**src/rtl/axi4lite_slave_regs.sv**
```systemverilog
// AXI4-Lite slave holding NUM_REGS 32-bit byte-strobed registers.
// Write and read channels run as independent two-state machines.
module axi4lite_slave_regs #(
    parameter int NUM_REGS = 8,
    parameter int ADDR_W   = 32,
    parameter int DATA_W   = 32
) (
    input  logic              ACLK,
    input  logic              ARESETN,
    input  logic              AWVALID,
    output logic              AWREADY,
    input  logic [ADDR_W-1:0] AWADDR,
    input  logic [2:0]        AWPROT,
    input  logic              WVALID,
    output logic              WREADY,
    input  logic [DATA_W-1:0] WDATA,
    input  logic [3:0]        WSTRB,
    output logic              BVALID,
    input  logic              BREADY,
    output logic [1:0]        BRESP,
    input  logic              ARVALID,
    output logic              ARREADY,
    input  logic [ADDR_W-1:0] ARADDR,
    input  logic [2:0]        ARPROT,
    output logic              RVALID,
    input  logic              RREADY,
    output logic [DATA_W-1:0] RDATA,
    output logic [1:0]        RRESP
);
    localparam int IDX_W = $clog2(NUM_REGS);
    localparam logic [1:0] RESP_OKAY   = 2'b00;
    localparam logic [1:0] RESP_SLVERR = 2'b10;

    typedef enum logic {W_IDLE, W_RESP} wstate_t;
    typedef enum logic {R_IDLE, R_DATA} rstate_t;

    wstate_t wstate, wstate_nxt;
    rstate_t rstate, rstate_nxt;

    logic                             rdy_en;
    logic                             aw_held, w_held;
    logic [IDX_W-1:0]                 aw_idx_q;
    logic                             aw_oor_q;
    logic [DATA_W-1:0]                wdata_q;
    logic [3:0]                       wstrb_q;
    logic [NUM_REGS-1:0][DATA_W-1:0]  regs;

    logic aw_hs, w_hs, b_hs, ar_hs, r_hs, commit;
    logic [IDX_W-1:0]  wr_idx, rd_idx;
    logic              wr_oor, rd_oor;
    logic [DATA_W-1:0] wr_data;
    logic [3:0]        wr_strb;

    logic unused_bits;
    assign unused_bits = ^{AWPROT, ARPROT, AWADDR[1:0], ARADDR[1:0]};

    function automatic logic out_of_range(input logic [ADDR_W-1:0] a);
        return (a >> (IDX_W + 2)) != '0;
    endfunction

    assign aw_hs = AWVALID && AWREADY;
    assign w_hs  = WVALID && WREADY;
    assign b_hs  = BVALID && BREADY;
    assign ar_hs = ARVALID && ARREADY;
    assign r_hs  = RVALID && RREADY;

    // Either half may come from its holding register or straight off the bus this cycle.
    assign wr_idx  = aw_held ? aw_idx_q : AWADDR[IDX_W+1:2];
    assign wr_oor  = aw_held ? aw_oor_q : out_of_range(AWADDR);
    assign wr_data = w_held  ? wdata_q  : WDATA;
    assign wr_strb = w_held  ? wstrb_q  : WSTRB;
    assign commit  = (wstate == W_IDLE) && (aw_held || aw_hs) && (w_held || w_hs);

    assign rd_idx = ARADDR[IDX_W+1:2];
    assign rd_oor = out_of_range(ARADDR);

    // Keeps all readies low until the first edge after reset release.
    always_ff @(posedge ACLK or negedge ARESETN) begin
        if (!ARESETN) rdy_en <= 1'b0;
        else          rdy_en <= 1'b1;
    end

    // ---------------- write path ----------------
    always_ff @(posedge ACLK or negedge ARESETN) begin
        if (!ARESETN) wstate <= W_IDLE;
        else          wstate <= wstate_nxt;
    end

    always_comb begin
        wstate_nxt = wstate;
        case (wstate)
            W_IDLE:  if (commit) wstate_nxt = W_RESP;
            W_RESP:  if (BREADY) wstate_nxt = W_IDLE;
            default: wstate_nxt = W_IDLE;
        endcase
    end

    always_comb begin
        BVALID  = (wstate == W_RESP);
        AWREADY = rdy_en && !aw_held && !BVALID;
        WREADY  = rdy_en && !w_held  && !BVALID;
    end

    always_ff @(posedge ACLK or negedge ARESETN) begin
        if (!ARESETN) begin
            aw_held  <= 1'b0;
            w_held   <= 1'b0;
            aw_idx_q <= '0;
            aw_oor_q <= 1'b0;
            wdata_q  <= '0;
            wstrb_q  <= '0;
            BRESP    <= RESP_OKAY;
        end else begin
            if (aw_hs) begin
                aw_held  <= 1'b1;
                aw_idx_q <= AWADDR[IDX_W+1:2];
                aw_oor_q <= out_of_range(AWADDR);
            end else if (b_hs) begin
                aw_held  <= 1'b0;
            end
            if (w_hs) begin
                w_held  <= 1'b1;
                wdata_q <= WDATA;
                wstrb_q <= WSTRB;
            end else if (b_hs) begin
                w_held  <= 1'b0;
            end
            if (commit) BRESP <= wr_oor ? RESP_SLVERR : RESP_OKAY;
        end
    end

    always_ff @(posedge ACLK or negedge ARESETN) begin
        if (!ARESETN) begin
            regs <= '0;
        end else if (commit && !wr_oor) begin
            for (int b = 0; b < 4; b++)
                if (wr_strb[b]) regs[wr_idx][8*b +: 8] <= wr_data[8*b +: 8];
        end
    end

    // ---------------- read path ----------------
    always_ff @(posedge ACLK or negedge ARESETN) begin
        if (!ARESETN) rstate <= R_IDLE;
        else          rstate <= rstate_nxt;
    end

    always_comb begin
        rstate_nxt = rstate;
        case (rstate)
            R_IDLE:  if (ar_hs) rstate_nxt = R_DATA;
            R_DATA:  if (r_hs)  rstate_nxt = R_IDLE;
            default: rstate_nxt = R_IDLE;
        endcase
    end

    always_comb begin
        RVALID  = (rstate == R_DATA);
        ARREADY = rdy_en && !RVALID;
    end

    // Sampled before this edge's register update, so a same-edge write yields the old value.
    always_ff @(posedge ACLK or negedge ARESETN) begin
        if (!ARESETN) begin
            RDATA <= '0;
            RRESP <= RESP_OKAY;
        end else if (ar_hs) begin
            RDATA <= rd_oor ? '0 : regs[rd_idx];
            RRESP <= rd_oor ? RESP_SLVERR : RESP_OKAY;
        end
    end

endmodule

```
**config.mk**
```make
export PLATFORM = sky130hd
export DESIGN_NAME = axi4lite_slave_regs
export DESIGN_NICKNAME = d
export VERILOG_FILES = /design/src/rtl/axi4lite_slave_regs.sv
export SDC_FILE = /design/constraint.sdc
export NUM_CORES = 1
export LEC_CHECK = 0
export ABC_AREA = 0
export CAP_MARGIN = 5
export CORE_AREA = 2 2 160 162
export CTS_CLUSTER_DIAMETER = 120
export CTS_CLUSTER_SIZE = 16
export DETAILED_ROUTE_END_ITERATION = 8
export DIE_AREA = 0 0 162 164
export PLACE_DENSITY = 0.82
export RECOVER_POWER = 100
export SLEW_MARGIN = 20
export SYNTH_ARGS = -nofsm -noshare
export SYNTH_HDL_FRONTEND = slang
export SYNTH_SLANG_ARGS = --single-unit
```
**constraint.sdc**
```tcl
create_clock -name ACLK -period 6 [get_ports ACLK]
set_clock_uncertainty 0.15 [all_clocks]
set_input_delay 0.9 -clock ACLK [delete_from_list [all_inputs] [get_ports ACLK]]
set_output_delay 0.9 -clock ACLK [all_outputs]
set_load 0.02 [all_outputs]
```
==> results_dict.tcl, run 1 <==
set metrics [dict create \
    min_period_ps 4690 \
    start_kind "primary input" \
    netlist_instances 1046 \
    drtIter0Drc 950 \
    rsz0062_at_grt "no" \
    internal_power_mw 4.46 \
    die_height_um 164 \
    ys_warn_count 0 \
    worstPathRequired_ps 6250 \
    worst_slew_pin_slew_ps 3030 \
    fp.coreArea_um2 24800 \
    multiInputGateArea_um2 6040 \
    syn-mean-instance-area_um2 14.2 \
    antenna_found_initial 0 \
    clkSlewWorstSetupHoldPaths_ps 70 \
    final_nets 1278 \
    grt_pass1_wl_um 59500 \
    fillers 1758 \
    areaGrowthSynthToFinish_pct 14.1 \
    drc_errors 0 \
    die_area_um2 26600 \
    num_rows 58 \
    setup_violations 0 \
    post_cts_resized 0 \
    slew_violations 311 \
    hold_violations 0 \
    port_buffers 141 \
    crit_fanout 32 \
    dr_total_vias 10200 \
    dominantRegCellSynth "dfrtp_1" \
    comb_power_share 0.274 \
    dr.pass1.iters 6 \
    leakagePower_nw 7.52 \
    fin_ws_ps 1310 \
    switching_share 0.308 \
    wl_um 37400 \
    cp_data_arrival_time_ps 4940 \
    drive_gt1_frac 0.144 \
    insertion_delay_ps 530 \
    clock-sinks 335 \
    gp_congestion 0.787 \
    grt_max_degree 114 \
    tns_ps 0 \
    hp-start "RDATA[17]" \
    end_kind "register" \
    cts.path.max_buffers 3 \
    synth-seq-area-share 0.563 \
    violations "capacitance limit, slew limit" \
    root_buffer "clkbuf_16" \
    relSlewSlack -1.02 \
    status "finished, violations left" \
    initial_core_util 0.600 \
    postCtsSetupBuffers 0 \
    cts-buffers-inserted 24 \
    synth_edf_count 0 \
    seq_area_um2 8380 \
    overflow 0 \
    reg2reg_from "aw_held" \
    grt_pass1_vias 10700 \
    die_w_um 162 \
    clkPwrFrac 0.228 \
    pre_cts_ws_ps 1800 \
    syn_area_um2 14900 \
    io_pins 154 \
    r2r_slack_ps 1800 \
    ys_ff_latch 335 \
    vias_per_cell 6.82 \
    fmaxAchievable_mhz 213 \
    cts_hold_buf 0 \
    path_class "primary input to register" \
    hpwl_um 22400 \
    ir_worst_vdd_v 0.000413 \
    async_reset_ff_frac 1.00 \
    htree_levels 1 \
    period_share 0.782 \
    n_antenna_cell 0 \
    p_sw_mw 1.99 \
    powerDensity_nw_per_um2 379 \
    pwr-share-seq 0.497 \
    cts_tree "yes" \
    hold_path.class "register to register" \
    wl_per_cell_um 25.0 \
    ant_nets 0 \
    synthDistinctLibCells 38 \
    cap_violations 6 \
    critPathLaunch "AWADDR[5]" \
    grt.total_usage 0.291 \
]
cells in the final DEF (no fill, tap or decap), types with 4 or more instances in the layout:
master,netlist,layout
dfrtp_1,335,334
o22a_1,256,257
clkdlybuf4s50_1,0,94
nand2_1,76,76
mux2i_1,68,68
mux4_2,64,64
mux2_2,43,43
dlygate4sd3_1,0,43
o21ai_0,34,34
clkbuf_16,0,25
nor3_1,2,15
nand3_1,18,15
nor4_1,13,13
nor2_1,6,10
buf_4,3,9
clkbuf_1,36,8
inv_1,7,7
nor3_4,20,7
nor4_4,4,4
nor2_2,8,4
per-layer routing:
metal	global-route usage	share of wire	vias up
met1	0.401	0.40	5302
met3	0.0525	0.086	77
met4	0.0805	0.020	0
met2	0.483	0.49	500
met5	0	0	-
li1	-	-	4329
final timing paths:
check	endpoint	cells after the start
setup / recovery	regs[73]	6
hold / removal	RDATA[17]	2
setup reg to reg	regs[73]	5
hold reg to reg	RDATA[17]	2
max in group asynchronous	regs[6]	2
min in group asynchronous	regs[196]	1
power by group through the flow:
stage | registers [mW] | logic (mW) | clock network [mW]
after global placement | 3.18 | 1.72 | 0
after floorplan | 3.12 | 1.33 | 0
after CTS | 3.19 | 1.81 | 1.49
final | 3.21 | 1.77 | 1.47
after global routing | 3.27 | 1.91 | 1.58
after detailed placement | 3.23 | 1.79 | 0
kinds of logic after synthesis:
kind of cell           synth area share
AOI/OAI and AO/OA                 0.169
other                          0.000504
DFF                               0.563
muxes                             0.175
buffers and inverters            0.0217
and+or+nand+nor                  0.0711
stage by stage:
step | hold WS, ps | cell area [um^2] | utilization | total power [mW] | cells
final | 322 | 17000 | 0.685 | 6.45 | 1496
after global routing | 350 | 17000 | 0.685 | 6.76 | 1496
after CTS | 305 | 17200 | 0.693 | 6.49 | 1496
after detailed placement | 319 | 16600 | 0.668 | 5.02 | 1469
after global placement | 312 | 16600 | 0.668 | 4.90 | 1469
after floorplan | 305 | 14900 | - | 4.46 | 1047
cell usage after synthesis, types with 3 or more instances:
| cell | instances | area [um^2] |
|---|---|---|
| dfrtp_1 | 335 | 8380 |
| o22a_1 | 256 | 2240 |
| nand2_1 | 76 | 285 |
| mux2i_1 | 68 | 681 |
| mux4_2 | 64 | 1440 |
| mux2_2 | 43 | 484 |
| clkbuf_1 | 36 | 135 |
| o21ai_0 | 34 | 170 |
| buf_2 | 21 | 105 |
| nor3_4 | 20 | 325 |
| nand3_1 | 18 | 90.1 |
| nor4_1 | 13 | 81.3 |
| nor2_2 | 8 | 50.1 |
| inv_1 | 7 | 26.3 |
| nor2_1 | 6 | 22.5 |
| nor4_4 | 4 | 85.1 |
| a21oi_1 | 3 | 15.0 |
| buf_1 | 3 | 11.3 |
| buf_4 | 3 | 22.5 |
sequential cells by signal (all words and copies together), names as in the netlist:
register  flops
RRESP         1
w_held        1
wstrb_q       4
aw_idx_q      3
aw_held       1
regs        256
BVALID        1
rdy_en        1
RDATA        32
RVALID        1
wdata_q      32
aw_oor_q      1
BRESP         1
cell type report:
type                    instances  share of cell area
clock buffers                  27              0.0373
inverters                       7             0.00155
multi-input cells             640               0.355
flip-flops and latches        335               0.493
well taps                     330              0.0243
repair buffers                157              0.0883
critical path: stages:
cell and delay (ps):
dlygate4sd3_1 530, nor4_1 320, nand4_1 210, o22ai_1 670, nand3_1 1570, o22a_1 730
Power figures use the tool's default switching activity.
==> inputs of run 2 (changes only) <==
Settings changed: CORE_AREA 2 2 160 162 to 2 2 165 167, DIE_AREA 0 0 162 164 to 0 0 167 169, PLACE_DENSITY 0.82 to 0.77.
Clock period 6 ns to 4.8 ns, I/O delays scaled along.
==> run 2 against run 1 <==
- power grew 24%
- die area increased by 6.2%
- the flow still finishes with violations (capacitance limit, slew limit)
- sequential power up 26%
- largest power group unchanged
- worst setup slack got worse by 260 ps
- hold slack about the same
- critical path depth decreased by 1
- routed wire length is 0.84% lower
- sequential share of layout area decreased by 0.35 points
- combinational power is 21% higher
- non-clock buffer count is 14 higher
- utilization down 3.9 points
==> results_dict.tcl, run 2 (synthesis results as in run 1) <==
set metrics [dict create \
    worst_slew_pin_slew_ps 2830 \
    dp_cells 1493 \
    post_cts_resized 0 \
    final_cells 1521 \
    fmaxAchievable_mhz 267 \
    clock-sinks 335 \
    pre_cts_ws_ps 1110 \
    postCtsSetupBuffers 0 \
    final_nets 1292 \
    end_kind "register" \
    die_w_um 167 \
    reg2reg_from "w_held" \
    setup_violations 0 \
    tns_ps 0 \
    rsz0062_at_grt "no" \
    wl_um 37100 \
    path_class "register to register" \
    powerDensity_nw_per_um2 469 \
    worstPathRequired_ps 5060 \
    drive_gt1_frac 0.147 \
    period_share 0.781 \
    r2r_slack_ps 1050 \
    num_rows 60 \
    mostFrequentLayoutCells "335 x dfrtp_1, 256 x o22a_1, 95 x clkdlybuf4s50_1, 76 x nand2_1, 68 x mux2i_1" \
    ant_nets 0 \
    min_period_ps 3750 \
    crit_fanout 20 \
    start_kind "register" \
    insertion_delay_ps 530 \
    dr.pass1.iters 5 \
    die_area_um2 28200 \
    cts.path.max_buffers 3 \
    wl_per_cell_um 24.4 \
    areaGrowthSynthToFinish_pct 14.9 \
    grt.total_usage 0.264 \
    cap_violations 4 \
    overflow 0 \
    ir_worst_vdd_v 0.000327 \
    vias_per_cell 6.70 \
    grt_max_degree 112 \
    hpwl_um 23100 \
    cp_data_arrival_time_ps 4010 \
    largest_reg_flops 256 \
    cts_tree "yes" \
    violations "capacitance limit, slew limit" \
    n_antenna_cell 0 \
    initial_core_util 0.562 \
    hold_ws_ps 322 \
    clkSlewWorstSetupHoldPaths_ps 70 \
    gp_congestion 0.801 \
    drtIter0Drc 688 \
    die_height_um 169 \
    fillers 1989 \
    status "finished, violations left" \
    hold_violations 0 \
    regMostFlops "regs" \
    hold_path.class "register to register" \
    port_buffers 141 \
    antenna_found_initial 0 \
    fp.coreArea_um2 26500 \
    drc_errors 0 \
    grt_pass1_vias 10500 \
    dr_total_vias 10200 \
    cp-endpoint "regs[51]" \
    io_pins 154 \
    relSlewSlack -0.890 \
    root_buffer "clkbuf_16" \
    reg.largest.list "regs (256), RDATA (32), wdata_q (32)" \
    leakagePower_nw 7.58 \
    cts_hold_buf 0 \
    critPathLaunch "w_held" \
    cts-buffers-inserted 24 \
    htree_levels 1 \
    final_common_cell "dfrtp_1" \
    r2r-end "regs[51]" \
    slew_violations 146 \
    fin_ws_ps 1050 \
    grt_pass1_wl_um 58300 \
    reg2regPathDepth 5 \
]
-- run 2: cell count changes in the layout (fill, tap and decap cells not counted), sizes merged --
cell | before | now
clkbuf | 36 | 33
buf | 11 | 28
dlygate4sd3 | 43 | 42
clkdlybuf4s50 | 94 | 95
-- run 2: per-layer routing --
| layer | wire (um) | global-route usage | vias to the layer above |
|---|---|---|---|
| met2 | 17400 | 0.423 | 457 |
| met1 | 15700 | 0.382 | 5309 |
| met5 | 0 | 0 | - |
| li1 | - | - | 4342 |
| met3 | 2980 | 0.0390 | 77 |
| met4 | 920 | 0.0787 | 0 |
-- run 2: worst min path at each step --
stage,start,to,slack (ps),depth (start not counted)
floorplan,ARESETN,BRESP[1],270,0
global placement,RDATA[16],RDATA[16],310,2
detailed placement,RDATA[10],RDATA[10],320,2
CTS,ARESETN,wdata_q[3],140,1
global route,regs[216],regs[216],350,1
finish,RDATA[10],RDATA[10],320,2
-- run 2: final cells by class --
type	instances	area, um^2	share of cell area
well taps	341	427	0.0249
inverters	7	26.3	0.00154
flip-flops and latches	335	8380	0.490
repair buffers	171	1660	0.0970
multi-input cells	640	5980	0.350
clock buffers	27	633	0.0370
-- run 2: worst max-delay path, cell delays in order, from the launching register on --
cell and delay (ps):
dfrtp_1 980, a21oi_1 250, nor4b_4 460, nand3_1 630, clkbuf_1 710, o22a_1 430
-- run 2: power by group --
| part | switching, mW | internal, mW |
|---|---|---|
| registers | 0.462 | 3.57 |
| clock network | 0.927 | 0.923 |
| logic | 1.06 | 1.08 |
| total | 2.45 | 5.57 |
-- run 2: stage by stage --
step                 util  area (um^2)  total power [mW]
floorplan               -        14900              5.57
global placement    0.630        16700              6.14
detailed placement  0.630        16700              6.26
CTS                 0.654        17300              8.11
global route        0.646        17100              8.41
finish              0.646        17100              8.02
==> inputs of run 3 (changes only) <==
Clock period 4.8 ns to 3.5 ns, I/O delays scaled along.
==> run 3 against run 2 <==
- the flow still finishes with violations (capacitance limit, slew limit)
- global-route usage increased by 0.32 points
- critical path depth decreased by 2
- cell count increased by 1.1%
- hold slack improved by 1.7 ps
- utilization increased by 0.65 points
- clock power increased by 36%
- largest power group unchanged
==> results_dict.tcl, run 3 (synthesis results as in run 1) <==
set metrics [dict create \
    status "finished, violations left" \
    violations "capacitance limit, slew limit" \
    dr_total_vias 10200 \
    relSlewSlack -0.538 \
    pwr-share-seq 0.501 \
    hpwl_um 24000 \
    wl_um 37400 \
    initial_core_util 0.562 \
    pre_cts_ws_ps 368 \
    period_share 0.910 \
    regMostFlops "regs" \
    reg.largest.list "regs (256), RDATA (32), wdata_q (32)" \
    r2r-end "wdata_q[17]" \
    post_cts_resized 0 \
    setup_violations 0 \
    critPathTopFamily "buffers and inverters" \
    io_pins 154 \
    grt.total_usage 0.268 \
    worst_slew_pin_slew_ps 2310 \
    cts_tree "yes" \
    clkPwrFrac 0.229 \
    tns_ps 0 \
    cp_slowest_cell "dfrtp_2" \
    cp_data_arrival_time_ps 2510 \
    mostFrequentLayoutCells "334 x dfrtp_1, 256 x o22a_1, 98 x clkdlybuf4s50_1, 76 x nand2_1, 68 x mux2i_1" \
    slowest_delay_ps 730 \
    clkSlewWorstSetupHoldPaths_ps 70 \
    grt_pass1_wl_um 59200 \
    dr.pass1.iters 5 \
    cts-buffers-inserted 24 \
    drive_gt1_frac 0.174 \
    fmaxAchievable_mhz 314 \
    hold_depth 2 \
    fin_ws_ps 314 \
    n_antenna_cell 0 \
    ir_worst_vdd_v 0.000461 \
    overflow 0 \
    num_rows 60 \
    hold_violations 0 \
    die_height_um 169 \
    crit_fanout 27 \
    grt_pass1_vias 10700 \
    vias_per_cell 6.62 \
    port_buffers 141 \
    postCtsSetupBuffers 0 \
    r2r_slack_ps 410 \
    grt_max_degree 96 \
    fp.coreArea_um2 26500 \
    reg2reg_from "w_held" \
    worstPathRequired_ps 2820 \
    drc_errors 0 \
    internal_power_mw 7.66 \
    multiInputGateArea_um2 6020 \
    die_w_um 167 \
    areaGrowthSynthToFinish_pct 16.0 \
    gp_congestion 0.825 \
    powerDensity_nw_per_um2 638 \
    min_to "RDATA[18]" \
    cts_hold_buf 1 \
    antenna_found_initial 0 \
    insertion_delay_ps 520 \
    drtIter0Drc 778 \
    comb_power_share 0.270 \
    htree_levels 1 \
    end_kind "output port" \
    final_common_cell "dfrtp_1" \
    root_buffer "clkbuf_16" \
    seq_area_um2 8380 \
    cap_violations 2 \
    die_area_um2 28200 \
    min_period_ps 3190 \
    leakagePower_nw 7.64 \
    cts.path.max_buffers 3 \
    crit_buf_inv 2 \
    largest_reg_flops 256 \
    fillers 1972 \
    clock-sinks 335 \
    cp_cell_sequence "buf_4 -> nor2_1 -> clkdlybuf4s50_1" \
    path_class "register to output port" \
    slew_violations 127 \
    hp-start "RDATA[18]" \
    hold_path.class "register to register" \
    wl_per_cell_um 24.3 \
    rsz0062_at_grt "no" \
    start_kind "register" \
    switching_share 0.305 \
    ant_nets 0 \
    p_sw_mw 3.36 \
    final_nets 1309 \
    reg2regPathDepth 5 \
]
-- run 3: changes by cell type in the layout (fill, tap and decap cells not counted), moves of 2 or more --
cell             previous run  this run
nor3_1                     19         2
nor4_1                     13        15
clkbuf_2                    2         4
nor4_4                      4         2
clkbuf_1                    6         3
clkdlybuf4s50_1            95        98
mux2_1                      2         0
buf_12                      3         5
nor3_2                      0        17
buf_4                      22        35
dlygate4sd3_1              42        40
mux2_2                     41        43
-- run 3: through the flow --
stage | hold slack, ps | total power [mW] | instances | cell area, um^2 | util
2_1_floorplan | 79.4 | 7.64 | 1047 | 14900 | -
3_3_place_gp | 314 | 8.44 | 1510 | 16900 | 0.636
3_5_place_dp | 320 | 8.63 | 1510 | 16900 | 0.636
4_1_cts | 336 | 11.1 | 1537 | 17500 | 0.660
5_1_grt | 344 | 11.6 | 1537 | 17300 | 0.652
6_report | 323 | 11.0 | 1537 | 17300 | 0.652
-- run 3: how the worst max path moves through the flow --
stage,from,to,cells after the start
finish,w_held,WREADY,3
global route,AWADDR[9],regs[58],7
detailed placement,AWADDR[9],regs[41],7
global placement,AWADDR[6],regs[47],7
floorplan,BVALID,wdata_q[10],6
CTS,w_held,WREADY,3
-- run 3: power by group through the flow --
| stage | Sequential (mW) | Clock (mW) | Combinational (mW) |
|---|---|---|---|
| floorplan | 5.35 | 0 | 2.29 |
| global placement | 5.50 | 0 | 2.95 |
| detailed placement | 5.58 | 0 | 3.05 |
| CTS | 5.51 | 2.55 | 3.06 |
| global route | 5.64 | 2.69 | 3.23 |
| finish | 5.53 | 2.52 | 2.97 |
-- run 3: layout make-up --
type	count	area share
well taps	341	0.0247
multi-input cells	640	0.349
inverters	7	0.00152
clock buffers	26	0.0364
repair buffers	188	0.104
flip-flops and latches	335	0.485
-- run 3: per-layer routing --
metal	GRT usage	share of wire
met4	0.0693	0.023
met5	0	0
met1	0.369	0.41
met3	0.0566	0.082
met2	0.440	0.49
-- run 3: tightest hold or removal path, cell delays in order, from the launching register on --
cell and delay [ps]:
dfrtp_1 340, nand2_1 40, o21ai_0 60
